`src/rtl/exp_uart_pkg.sv`:
```
// exp_uart_pkg: shared definitions for the expansion-port UART card.
// Holds the register map, STATUS/CTRL bit positions and the TX/RX FSM state
// encodings used by exp_uart.
package exp_uart_pkg;

    // Register index, taken from cpu_addr[2:0]
    localparam logic [2:0] REG_DATA   = 3'd0;
    localparam logic [2:0] REG_STATUS = 3'd1;
    localparam logic [2:0] REG_CTRL   = 3'd2;
    localparam logic [2:0] REG_DIVL   = 3'd3;
    localparam logic [2:0] REG_DIVH   = 3'd4;

    // STATUS bit positions
    localparam int ST_RX_AVAIL = 0;
    localparam int ST_TX_FULL  = 1;
    localparam int ST_TX_EMPTY = 2;
    localparam int ST_OVR      = 3;
    localparam int ST_FERR     = 4;

    // CTRL bit positions
    localparam int CTRL_RX_IE = 0;
    localparam int CTRL_TX_IE = 1;

    typedef enum logic [1:0] {
        TX_IDLE,
        TX_START,
        TX_DATA,
        TX_STOP
    } tx_state_e;

    typedef enum logic [1:0] {
        RX_IDLE,
        RX_START,
        RX_DATA,
        RX_STOP
    } rx_state_e;

endpackage

```
`src/rtl/exp_uart_fifo.sv`:
```
// exp_uart_fifo: synchronous FIFO with simultaneous push/pop.
// Ports:
//   clk, reset      - clock, synchronous active-high reset (flushes pointers)
//   push, din       - write request and data; ignored when full
//   pop             - read request; ignored when empty
//   dout            - head entry (valid when !empty)
//   full, empty     - occupancy flags
//   count           - number of stored entries
module exp_uart_fifo #(
    parameter int  DEPTH = 16,
    parameter int  W     = 8,
    localparam int AW    = $clog2(DEPTH)
) (
    input  logic         clk,
    input  logic         reset,
    input  logic         push,
    input  logic [W-1:0] din,
    input  logic         pop,
    output logic [W-1:0] dout,
    output logic         full,
    output logic         empty,
    output logic [AW:0]  count
);

    logic [W-1:0] mem_q [DEPTH];
    logic [AW:0]  wr_ptr_q, wr_ptr_d;
    logic [AW:0]  rd_ptr_q, rd_ptr_d;
    logic         do_push, do_pop;

    // Pointers carry one extra wrap bit so full and empty are distinguishable.
    assign empty   = (wr_ptr_q == rd_ptr_q);
    assign full    = (wr_ptr_q[AW] != rd_ptr_q[AW]) &&
                     (wr_ptr_q[AW-1:0] == rd_ptr_q[AW-1:0]);
    assign count   = wr_ptr_q - rd_ptr_q;
    assign dout    = mem_q[rd_ptr_q[AW-1:0]];
    assign do_push = push & ~full;
    assign do_pop  = pop & ~empty;

    always_comb begin
        wr_ptr_d = wr_ptr_q;
        rd_ptr_d = rd_ptr_q;
        if (do_push) wr_ptr_d = wr_ptr_q + {{AW{1'b0}}, 1'b1};
        if (do_pop)  rd_ptr_d = rd_ptr_q + {{AW{1'b0}}, 1'b1};
    end

    always_ff @(posedge clk) begin
        if (reset) begin
            wr_ptr_q <= '0;
            rd_ptr_q <= '0;
        end else begin
            wr_ptr_q <= wr_ptr_d;
            rd_ptr_q <= rd_ptr_d;
        end
    end

    // Storage holds data only; no reset needed.
    always_ff @(posedge clk) begin
        if (do_push) mem_q[wr_ptr_q[AW-1:0]] <= din;
    end

endmodule

```
`src/rtl/exp_uart.sv`:
```
// exp_uart: expansion-bus serial card (Z80 I/O responder) with an 8N1 UART,
// TX/RX FIFOs and a programmable 16x baud divisor.
// Ports:
//   clk, reset           - system clock, synchronous active-high reset
//   cpu_addr, cpu_dout   - expansion address bus and CPU write data
//   iorq, rd, wr, m1     - active-high Z80 bus strobes
//   cpu_din              - read data to CPU, 8'hFF when not selected
//   irq                  - level interrupt request (registered)
//   rxd / txd            - serial in (asynchronous) / serial out (idle high)
module exp_uart
    import exp_uart_pkg::*;
#(
    parameter logic [7:0]  BASE       = 8'hF8,
    parameter int          FIFO_DEPTH = 16,
    parameter logic [15:0] DIV_RESET  = 16'd15
) (
    input  logic        clk,
    input  logic        reset,
    input  logic [15:0] cpu_addr,
    input  logic [7:0]  cpu_dout,
    input  logic        iorq,
    input  logic        rd,
    input  logic        wr,
    input  logic        m1,
    output logic [7:0]  cpu_din,
    output logic        irq,
    input  logic        rxd,
    output logic        txd
);

    localparam int CW = $clog2(FIFO_DEPTH) + 1;

    // Bus decode and once-per-cycle strobe edges
    logic       sel, rd_sel, wr_sel, rd_edge, wr_edge;
    logic       rd_prev_q, rd_prev_d, wr_prev_q, wr_prev_d;
    logic [2:0] idx;

    // Registers
    logic [1:0]  ctrl_q, ctrl_d;
    logic [15:0] div_q, div_d;
    logic [15:0] cnt_q, cnt_d;
    logic        div_wr, tick;
    logic        ovr_q, ovr_d, ferr_q, ferr_d, irq_q, irq_d;

    // FIFOs
    logic          tx_push, tx_pop, tx_fifo_empty, tx_full;
    logic          rx_push, rx_pop, rx_fifo_empty, rx_full;
    logic [7:0]    tx_dout, rx_dout;
    logic [CW-1:0] tx_count, rx_count;
    logic          tx_empty, rx_avail;

    // TX path
    tx_state_e  tx_state_q, tx_state_d;
    logic [7:0] tx_shift_q, tx_shift_d;
    logic [2:0] tx_bit_q, tx_bit_d;
    logic [3:0] tx_tck_q, tx_tck_d;
    logic       txd_q, txd_d;

    // RX path
    logic       rx_s1_q, rx_s1_d, rx_s2_q, rx_s2_d, rx_prev_q, rx_prev_d;
    logic       rx_fall, rx_ferr_set;
    rx_state_e  rx_state_q, rx_state_d;
    logic [7:0] rx_shift_q, rx_shift_d;
    logic [2:0] rx_bit_q, rx_bit_d;
    logic [3:0] rx_tck_q, rx_tck_d;

    // Interrupt-acknowledge cycles (m1 high) never select the card.
    assign sel     = iorq & ~m1 & (cpu_addr[15:8] == BASE) & (cpu_addr[7:3] == 5'd0);
    assign idx     = cpu_addr[2:0];
    assign rd_sel  = sel & rd;
    assign wr_sel  = sel & wr;
    assign rd_edge = rd_sel & ~rd_prev_q;
    assign wr_edge = wr_sel & ~wr_prev_q;

    assign tx_empty = (tx_count == '0);
    assign rx_avail = (rx_count != '0);
    assign tx_push  = wr_edge & (idx == REG_DATA);
    assign rx_pop   = rd_edge & (idx == REG_DATA) & ~rx_fifo_empty;
    assign tick     = (cnt_q == 16'd0);

    assign irq = irq_q;
    assign txd = txd_q;

    exp_uart_fifo #(.DEPTH(FIFO_DEPTH), .W(8)) u_tx_fifo (
        .clk   (clk),
        .reset (reset),
        .push  (tx_push),
        .din   (cpu_dout),
        .pop   (tx_pop),
        .dout  (tx_dout),
        .full  (tx_full),
        .empty (tx_fifo_empty),
        .count (tx_count)
    );

    exp_uart_fifo #(.DEPTH(FIFO_DEPTH), .W(8)) u_rx_fifo (
        .clk   (clk),
        .reset (reset),
        .push  (rx_push),
        .din   (rx_shift_q),
        .pop   (rx_pop),
        .dout  (rx_dout),
        .full  (rx_full),
        .empty (rx_fifo_empty),
        .count (rx_count)
    );

    // Read mux: combinational from registered state. An empty DATA read gives 0.
    always_comb begin
        cpu_din = 8'hFF;
        if (rd_sel) begin
            case (idx)
                REG_DATA: cpu_din = rx_fifo_empty ? 8'h00 : rx_dout;
                REG_STATUS: begin
                    cpu_din              = 8'h00;
                    cpu_din[ST_RX_AVAIL] = rx_avail;
                    cpu_din[ST_TX_FULL]  = tx_full;
                    cpu_din[ST_TX_EMPTY] = tx_empty;
                    cpu_din[ST_OVR]      = ovr_q;
                    cpu_din[ST_FERR]     = ferr_q;
                end
                REG_CTRL: cpu_din = {6'b0, ctrl_q};
                REG_DIVL: cpu_din = div_q[7:0];
                REG_DIVH: cpu_din = div_q[15:8];
                default:  cpu_din = 8'hFF;
            endcase
        end
    end

    // Register writes, sticky error flags, baud counter and irq
    always_comb begin
        rd_prev_d = rd_sel;
        wr_prev_d = wr_sel;
        ctrl_d    = ctrl_q;
        div_d     = div_q;
        div_wr    = 1'b0;
        ovr_d     = ovr_q;
        ferr_d    = ferr_q;
        if (wr_edge) begin
            case (idx)
                REG_CTRL: ctrl_d = cpu_dout[1:0];
                REG_DIVL: begin
                    div_d[7:0] = cpu_dout;
                    div_wr     = 1'b1;
                end
                REG_DIVH: begin
                    div_d[15:8] = cpu_dout;
                    div_wr      = 1'b1;
                end
                default: ;
            endcase
        end
        // Clear-on-read first so an error landing on the same clk is kept.
        if (rd_edge && idx == REG_STATUS) begin
            ovr_d  = 1'b0;
            ferr_d = 1'b0;
        end
        if (rx_push && rx_full) ovr_d = 1'b1;
        if (rx_ferr_set) ferr_d = 1'b1;

        if (div_wr)    cnt_d = div_d;
        else if (tick) cnt_d = div_q;
        else           cnt_d = cnt_q - 16'd1;

        irq_d = (ctrl_q[CTRL_RX_IE] & rx_avail) |
                (ctrl_q[CTRL_TX_IE] & tx_empty & (tx_state_q == TX_IDLE));
    end

    // TX FSM: every state advances on ticks only; 16 ticks per bit.
    always_comb begin
        tx_state_d = tx_state_q;
        tx_shift_d = tx_shift_q;
        tx_bit_d   = tx_bit_q;
        tx_tck_d   = tx_tck_q;
        txd_d      = txd_q;
        tx_pop     = 1'b0;
        if (tick) begin
            case (tx_state_q)
                TX_IDLE: begin
                    txd_d = 1'b1;
                    if (!tx_fifo_empty) begin
                        tx_pop     = 1'b1;
                        tx_shift_d = tx_dout;
                        tx_tck_d   = 4'd0;
                        txd_d      = 1'b0;
                        tx_state_d = TX_START;
                    end
                end
                TX_START: begin
                    if (tx_tck_q == 4'd15) begin
                        tx_tck_d   = 4'd0;
                        tx_bit_d   = 3'd0;
                        txd_d      = tx_shift_q[0];
                        tx_state_d = TX_DATA;
                    end else begin
                        tx_tck_d = tx_tck_q + 4'd1;
                    end
                end
                TX_DATA: begin
                    if (tx_tck_q == 4'd15) begin
                        tx_tck_d = 4'd0;
                        if (tx_bit_q == 3'd7) begin
                            txd_d      = 1'b1;
                            tx_state_d = TX_STOP;
                        end else begin
                            tx_bit_d   = tx_bit_q + 3'd1;
                            tx_shift_d = {1'b0, tx_shift_q[7:1]};
                            txd_d      = tx_shift_q[1];
                        end
                    end else begin
                        tx_tck_d = tx_tck_q + 4'd1;
                    end
                end
                TX_STOP: begin
                    if (tx_tck_q == 4'd15) begin
                        tx_tck_d = 4'd0;
                        // Chain straight into the next start bit when more data waits.
                        if (!tx_fifo_empty) begin
                            tx_pop     = 1'b1;
                            tx_shift_d = tx_dout;
                            txd_d      = 1'b0;
                            tx_state_d = TX_START;
                        end else begin
                            txd_d      = 1'b1;
                            tx_state_d = TX_IDLE;
                        end
                    end else begin
                        tx_tck_d = tx_tck_q + 4'd1;
                    end
                end
                default: tx_state_d = TX_IDLE;
            endcase
        end
    end

    // RX FSM: start bit re-checked at tick 8, later samples every 16 ticks (mid-bit).
    assign rx_fall = rx_prev_q & ~rx_s2_q;

    always_comb begin
        rx_s1_d     = rxd;
        rx_s2_d     = rx_s1_q;
        rx_prev_d   = rx_s2_q;
        rx_state_d  = rx_state_q;
        rx_shift_d  = rx_shift_q;
        rx_bit_d    = rx_bit_q;
        rx_tck_d    = rx_tck_q;
        rx_push     = 1'b0;
        rx_ferr_set = 1'b0;
        case (rx_state_q)
            RX_IDLE: begin
                if (rx_fall) begin
                    rx_tck_d   = 4'd0;
                    rx_state_d = RX_START;
                end
            end
            RX_START: begin
                if (tick) begin
                    if (rx_tck_q == 4'd7) begin
                        rx_tck_d = 4'd0;
                        rx_bit_d = 3'd0;
                        // Line high again at mid start bit: treat as a glitch.
                        rx_state_d = rx_s2_q ? RX_IDLE : RX_DATA;
                    end else begin
                        rx_tck_d = rx_tck_q + 4'd1;
                    end
                end
            end
            RX_DATA: begin
                if (tick) begin
                    if (rx_tck_q == 4'd15) begin
                        rx_tck_d   = 4'd0;
                        rx_shift_d = {rx_s2_q, rx_shift_q[7:1]};
                        if (rx_bit_q == 3'd7) rx_state_d = RX_STOP;
                        else                  rx_bit_d   = rx_bit_q + 3'd1;
                    end else begin
                        rx_tck_d = rx_tck_q + 4'd1;
                    end
                end
            end
            RX_STOP: begin
                if (tick) begin
                    if (rx_tck_q == 4'd15) begin
                        rx_tck_d    = 4'd0;
                        rx_push     = rx_s2_q;
                        rx_ferr_set = ~rx_s2_q;
                        rx_state_d  = RX_IDLE;
                    end else begin
                        rx_tck_d = rx_tck_q + 4'd1;
                    end
                end
            end
            default: rx_state_d = RX_IDLE;
        endcase
    end

    always_ff @(posedge clk) begin
        if (reset) begin
            rd_prev_q  <= 1'b0;
            wr_prev_q  <= 1'b0;
            ctrl_q     <= 2'b00;
            div_q      <= DIV_RESET;
            cnt_q      <= DIV_RESET;
            ovr_q      <= 1'b0;
            ferr_q     <= 1'b0;
            irq_q      <= 1'b0;
            tx_state_q <= TX_IDLE;
            tx_bit_q   <= 3'd0;
            tx_tck_q   <= 4'd0;
            txd_q      <= 1'b1;
            rx_s1_q    <= 1'b1;
            rx_s2_q    <= 1'b1;
            rx_prev_q  <= 1'b1;
            rx_state_q <= RX_IDLE;
            rx_bit_q   <= 3'd0;
            rx_tck_q   <= 4'd0;
        end else begin
            rd_prev_q  <= rd_prev_d;
            wr_prev_q  <= wr_prev_d;
            ctrl_q     <= ctrl_d;
            div_q      <= div_d;
            cnt_q      <= cnt_d;
            ovr_q      <= ovr_d;
            ferr_q     <= ferr_d;
            irq_q      <= irq_d;
            tx_state_q <= tx_state_d;
            tx_bit_q   <= tx_bit_d;
            tx_tck_q   <= tx_tck_d;
            txd_q      <= txd_d;
            rx_s1_q    <= rx_s1_d;
            rx_s2_q    <= rx_s2_d;
            rx_prev_q  <= rx_prev_d;
            rx_state_q <= rx_state_d;
            rx_bit_q   <= rx_bit_d;
            rx_tck_q   <= rx_tck_d;
        end
    end

    // Shift registers carry data only.
    always_ff @(posedge clk) begin
        tx_shift_q <= tx_shift_d;
        rx_shift_q <= rx_shift_d;
    end

endmodule

```
`config.mk`:
```
export PLATFORM = sky130hd
export DESIGN_NAME = exp_uart
export DESIGN_NICKNAME = d
export VERILOG_FILES = /design/src/rtl/exp_uart_pkg.sv /design/src/rtl/exp_uart_fifo.sv /design/src/rtl/exp_uart.sv
export SDC_FILE = /design/constraint.sdc
export NUM_CORES = 1
export LEC_CHECK = 0
export CAP_MARGIN = 20
export CORE_ASPECT_RATIO = 2
export CORE_MARGIN = 2
export CORE_UTILIZATION = 40
export DETAILED_ROUTE_END_ITERATION = 12
export GPL_ROUTABILITY_DRIVEN = 1
export SKIP_LAST_GASP = 1
export SLEW_MARGIN = 20
export SYNTH_ARGS = -nofsm -noshare
export SYNTH_HDL_FRONTEND = slang
export SYNTH_SLANG_ARGS = --single-unit
```
`constraint.sdc`:
```
create_clock -name clk -period 4.9 [get_ports clk]
set_input_delay 1.47 -clock clk [delete_from_list [all_inputs] [get_ports clk]]
set_output_delay 1.47 -clock clk [all_outputs]
set_load 0.1 [all_outputs]
```
==> metrics.cfg <==
[floorplanning]
dieArea_mm2=0.0406
num_rows=102
dieWidth_um=144
core_area_mm2=0.0385
io_pins=41
die_h_um=283
initial_core_util_pct=40.4

[synth]
ys_ff_latch=361
ys_top_cells_by_count=272 x edfxtp_1, 89 x dfxtp_1, 83 x nor2_1
yosys.area_share.simple_pct=10.5
yosys.cell_types.count=68
synth_most_common_cell=edfxtp_1
synthMuxAreaShare_pct=13.2
synthTopCellsByArea=edfxtp_1 52%, dfxtp_1 11%, mux4_2 9.4%, mux2i_1 3.4%, ha_1 2.4%
yosysTopAreaCell=edfxtp_1
synth_edf_count=272
yosys_most_used_dff=edfxtp_1
synth_fp_nets=1119
synth_top_family_by_area=multiplexers
ys_warn_count=0
postSynthAreaPerCell_um2=14.7
synth_fa_ha_area_share_pct=2.41
synth-xor-area-share_pct=1.46
synth_compound_area_share_pct=6.65
ys_seq_area_share_pct=63.9
synth_area_mm2=0.0156
synthArstFlopShare_pct=0
synth_cells=1058
yosysTopAreaCellShare_pct=52.4

[grt]
grt.busiest_layer=met2
grt_pass1_wl_um=60500
overflow=0
gr-usage-met2_pct=39.8
antenna_found_initial=0
grt_max_degree=41
use_met1_pct=19.4
grt_use_met3_pct=2.35
track_usage_pct=20.2
grt_pass1_vias=9851

[timing]
tightest_slew_ns=1.21
setup_tns_ns=0
drv_slew=0
hold_viol_final=0
setup_viol=0
skew_ns=0.0352
fmax_mhz=206
rsz0062_at_grt=yes
finalCritPeriodShare_pct=98.9
max_slew_margin_pct=18.6
worst_slack_ns=0.0534
period_needed_ns=4.85

[worst_setup_path]
crit_path_top_delay_cell=clkdlybuf4s50_1
crit_fanout=6
path_buf_inv=4
start_kind=input pin
path_cells=clkdlybuf4s50_1 -> nor4b_2 -> nand4_1 -> buf_4 -> nor2_4 -> buf_6 -> nand2_1 -> a211o_1 -> buf_12
arrival_ns=3.38
slowest_delay_ns=0.45
crit_type=input pin to output pin
end_kind=output pin
cp.required_ns=3.43
worst_path_dominant_cell_family=buffers and inverters

[place]
place_congestion=0.967
io_buffers=40
placed_area_mm2=0.0168
dp_hpwl_um=29300
pre_cts_ws_ns=-0.206

[power_and_ir_drop]
power_mw=5.84
clkPwrFrac_pct=42.2
power_frac_seq_pct=56.0
p_sw_share_pct=20.3
p_comb_share_pct=1.8
power_density_mw_per_mm2=327
p_leak_nw=5.81
switching_power_mw=1.18
p_int_mw=4.65
peakVddDrop_v=0.000318

[drt]
ant_nets=0
wl_per_cell_um=24.1
via_per_inst=5.60
route.detailed.drc=0
drt_iter0_markers=664
first_pass_iters=5
vias=9293
routed_wl_um=40000

[finish]
areaGrowthSynthToFinish_pct=14.6
stdcell_area_mm2=0.0178
fillCellCount=3523
nets=1175
drive_above_1_share_pct=17.0
antennaDiodeCount=0

[clocking]
clkLatencyLatePin_ns=0.60
cts-htree-levels=1
clockBufferDepth=3
cts_buffers=30
cts_tree=done
clock-root-buffer=clkbuf_16
hold_buffers=0
cts.clk_slew.worst_paths_ns=0.07
cts_setup_buffers=0
clkSinkCount=361

[run]
max-cap-violations=0

[worst_hold_path]
hold_class=flop to flop

[run_status]
outcome=complete, no violations

registers in the layout, summed over array words and instances (netlist names), 5 cells and up, named ones only:
register            flops
u_tx_fifo.wr_ptr_q      5
tx_shift_q              8
u_rx_fifo.rd_ptr_q      5
div_q                  16
u_tx_fifo.rd_ptr_q      5
u_rx_fifo.mem_q       128
rx_shift_q              8
u_rx_fifo.wr_ptr_q      5
u_tx_fifo.mem_q       128
cnt_q                  16
cells by family after synthesis:
| group | after synthesis |
|---|---|
| flops | 361 |
| simple gates | 289 |
| compound gates | 154 |
| mux | 124 |
| buf+inv | 74 |
| fa+ha+maj | 30 |
| xor+xnor | 26 |
per-stage QoR:
step	util, %	std cells	hold WS, ns
floorplan	-	1058	0.389
global placement	43.7	1602	0.394
detailed placement	43.7	1602	0.403
CTS	46.3	1658	0.416
global route	46.3	1658	0.433
finish	46.3	1658	0.415
worst reg2reg max path, delay by kind of cell (launching register included):
| kind | cells | cell delay (ns) |
|---|---|---|
| compound gates | 1 | 0.36 |
| fa+ha+maj | 1 | 0.41 |
| flops | 1 | 0.66 |
| simple gates | 4 | 1.77 |
power groups by stage:
stage	clock network, mW	registers, mW	logic (mW)
2_1_floorplan	0	3.33	0.0413
3_3_place_gp	0	3.34	0.104
3_5_place_dp	0	3.34	0.107
4_1_cts	2.52	3.27	0.104
5_1_grt	2.63	3.27	0.112
6_report	2.46	3.27	0.104
final timing paths:
kind | startpoint | endpoint | slack (ns) | cells after the start
setup / recovery | rd | cpu_din[2] | 0.05 | 9
hold / removal | rx_s1_q | rx_prev_d | 0.41 | 1
setup reg to reg | u_rx_fifo.wr_ptr_q[3] | u_rx_fifo.mem_q[4][5] | 1.32 | 6
hold reg to reg | rx_s1_q | rx_prev_d | 0.41 | 1
cell usage in the layout, fill, tap and decap left out, drive strengths merged, types with 10 or more instances in the layout:
cell | synthesis | final
o211ai | 13 | 13
edfxtp | 272 | 272
nor3 | 20 | 20
clkdlybuf4s50 | 0 | 15
nor2b | 15 | 15
nor4 | 10 | 10
and3 | 16 | 16
o22ai | 12 | 12
nor2 | 83 | 83
nand3 | 18 | 18
inv | 19 | 23
nand4 | 15 | 15
mux2i | 53 | 53
clkbuf | 41 | 43
ha | 30 | 30
dfxtp | 89 | 89
nand2 | 39 | 39
dlygate4sd2 | 0 | 15
o21ai | 17 | 17
a21oi | 42 | 42
a211oi | 11 | 11
xnor2 | 17 | 17
nand2b | 14 | 14
mux4 | 65 | 65
buf | 14 | 48
layer usage:
metal	vias up	share of wire, %	wire, um
met5	-	0	0
met2	209	58	23300
li1	4255	-	-
met1	4721	32	12800
met4	0	6.4	2570
met3	108	3.2	1260
area by class of cell:
class | instances | area (um2) | share of cell area [%]
clock buffer | 43 | 830 | 4.65
timing repair buffer | 79 | 768 | 4.30
multi-input combinational | 623 | 5400 | 30.3
clock inverter | 13 | 175 | 0.981
inverter | 19 | 71.3 | 0.400
tap | 520 | 651 | 3.65
sequential | 361 | 9950 | 55.8
repair_timing:
action                     in CTS  in global routing
setup endpoints to repair       8                  2
resized for setup              20                  1
pin swaps                       7                  1
No activity file was read; power rests on OpenSTA's default activity.
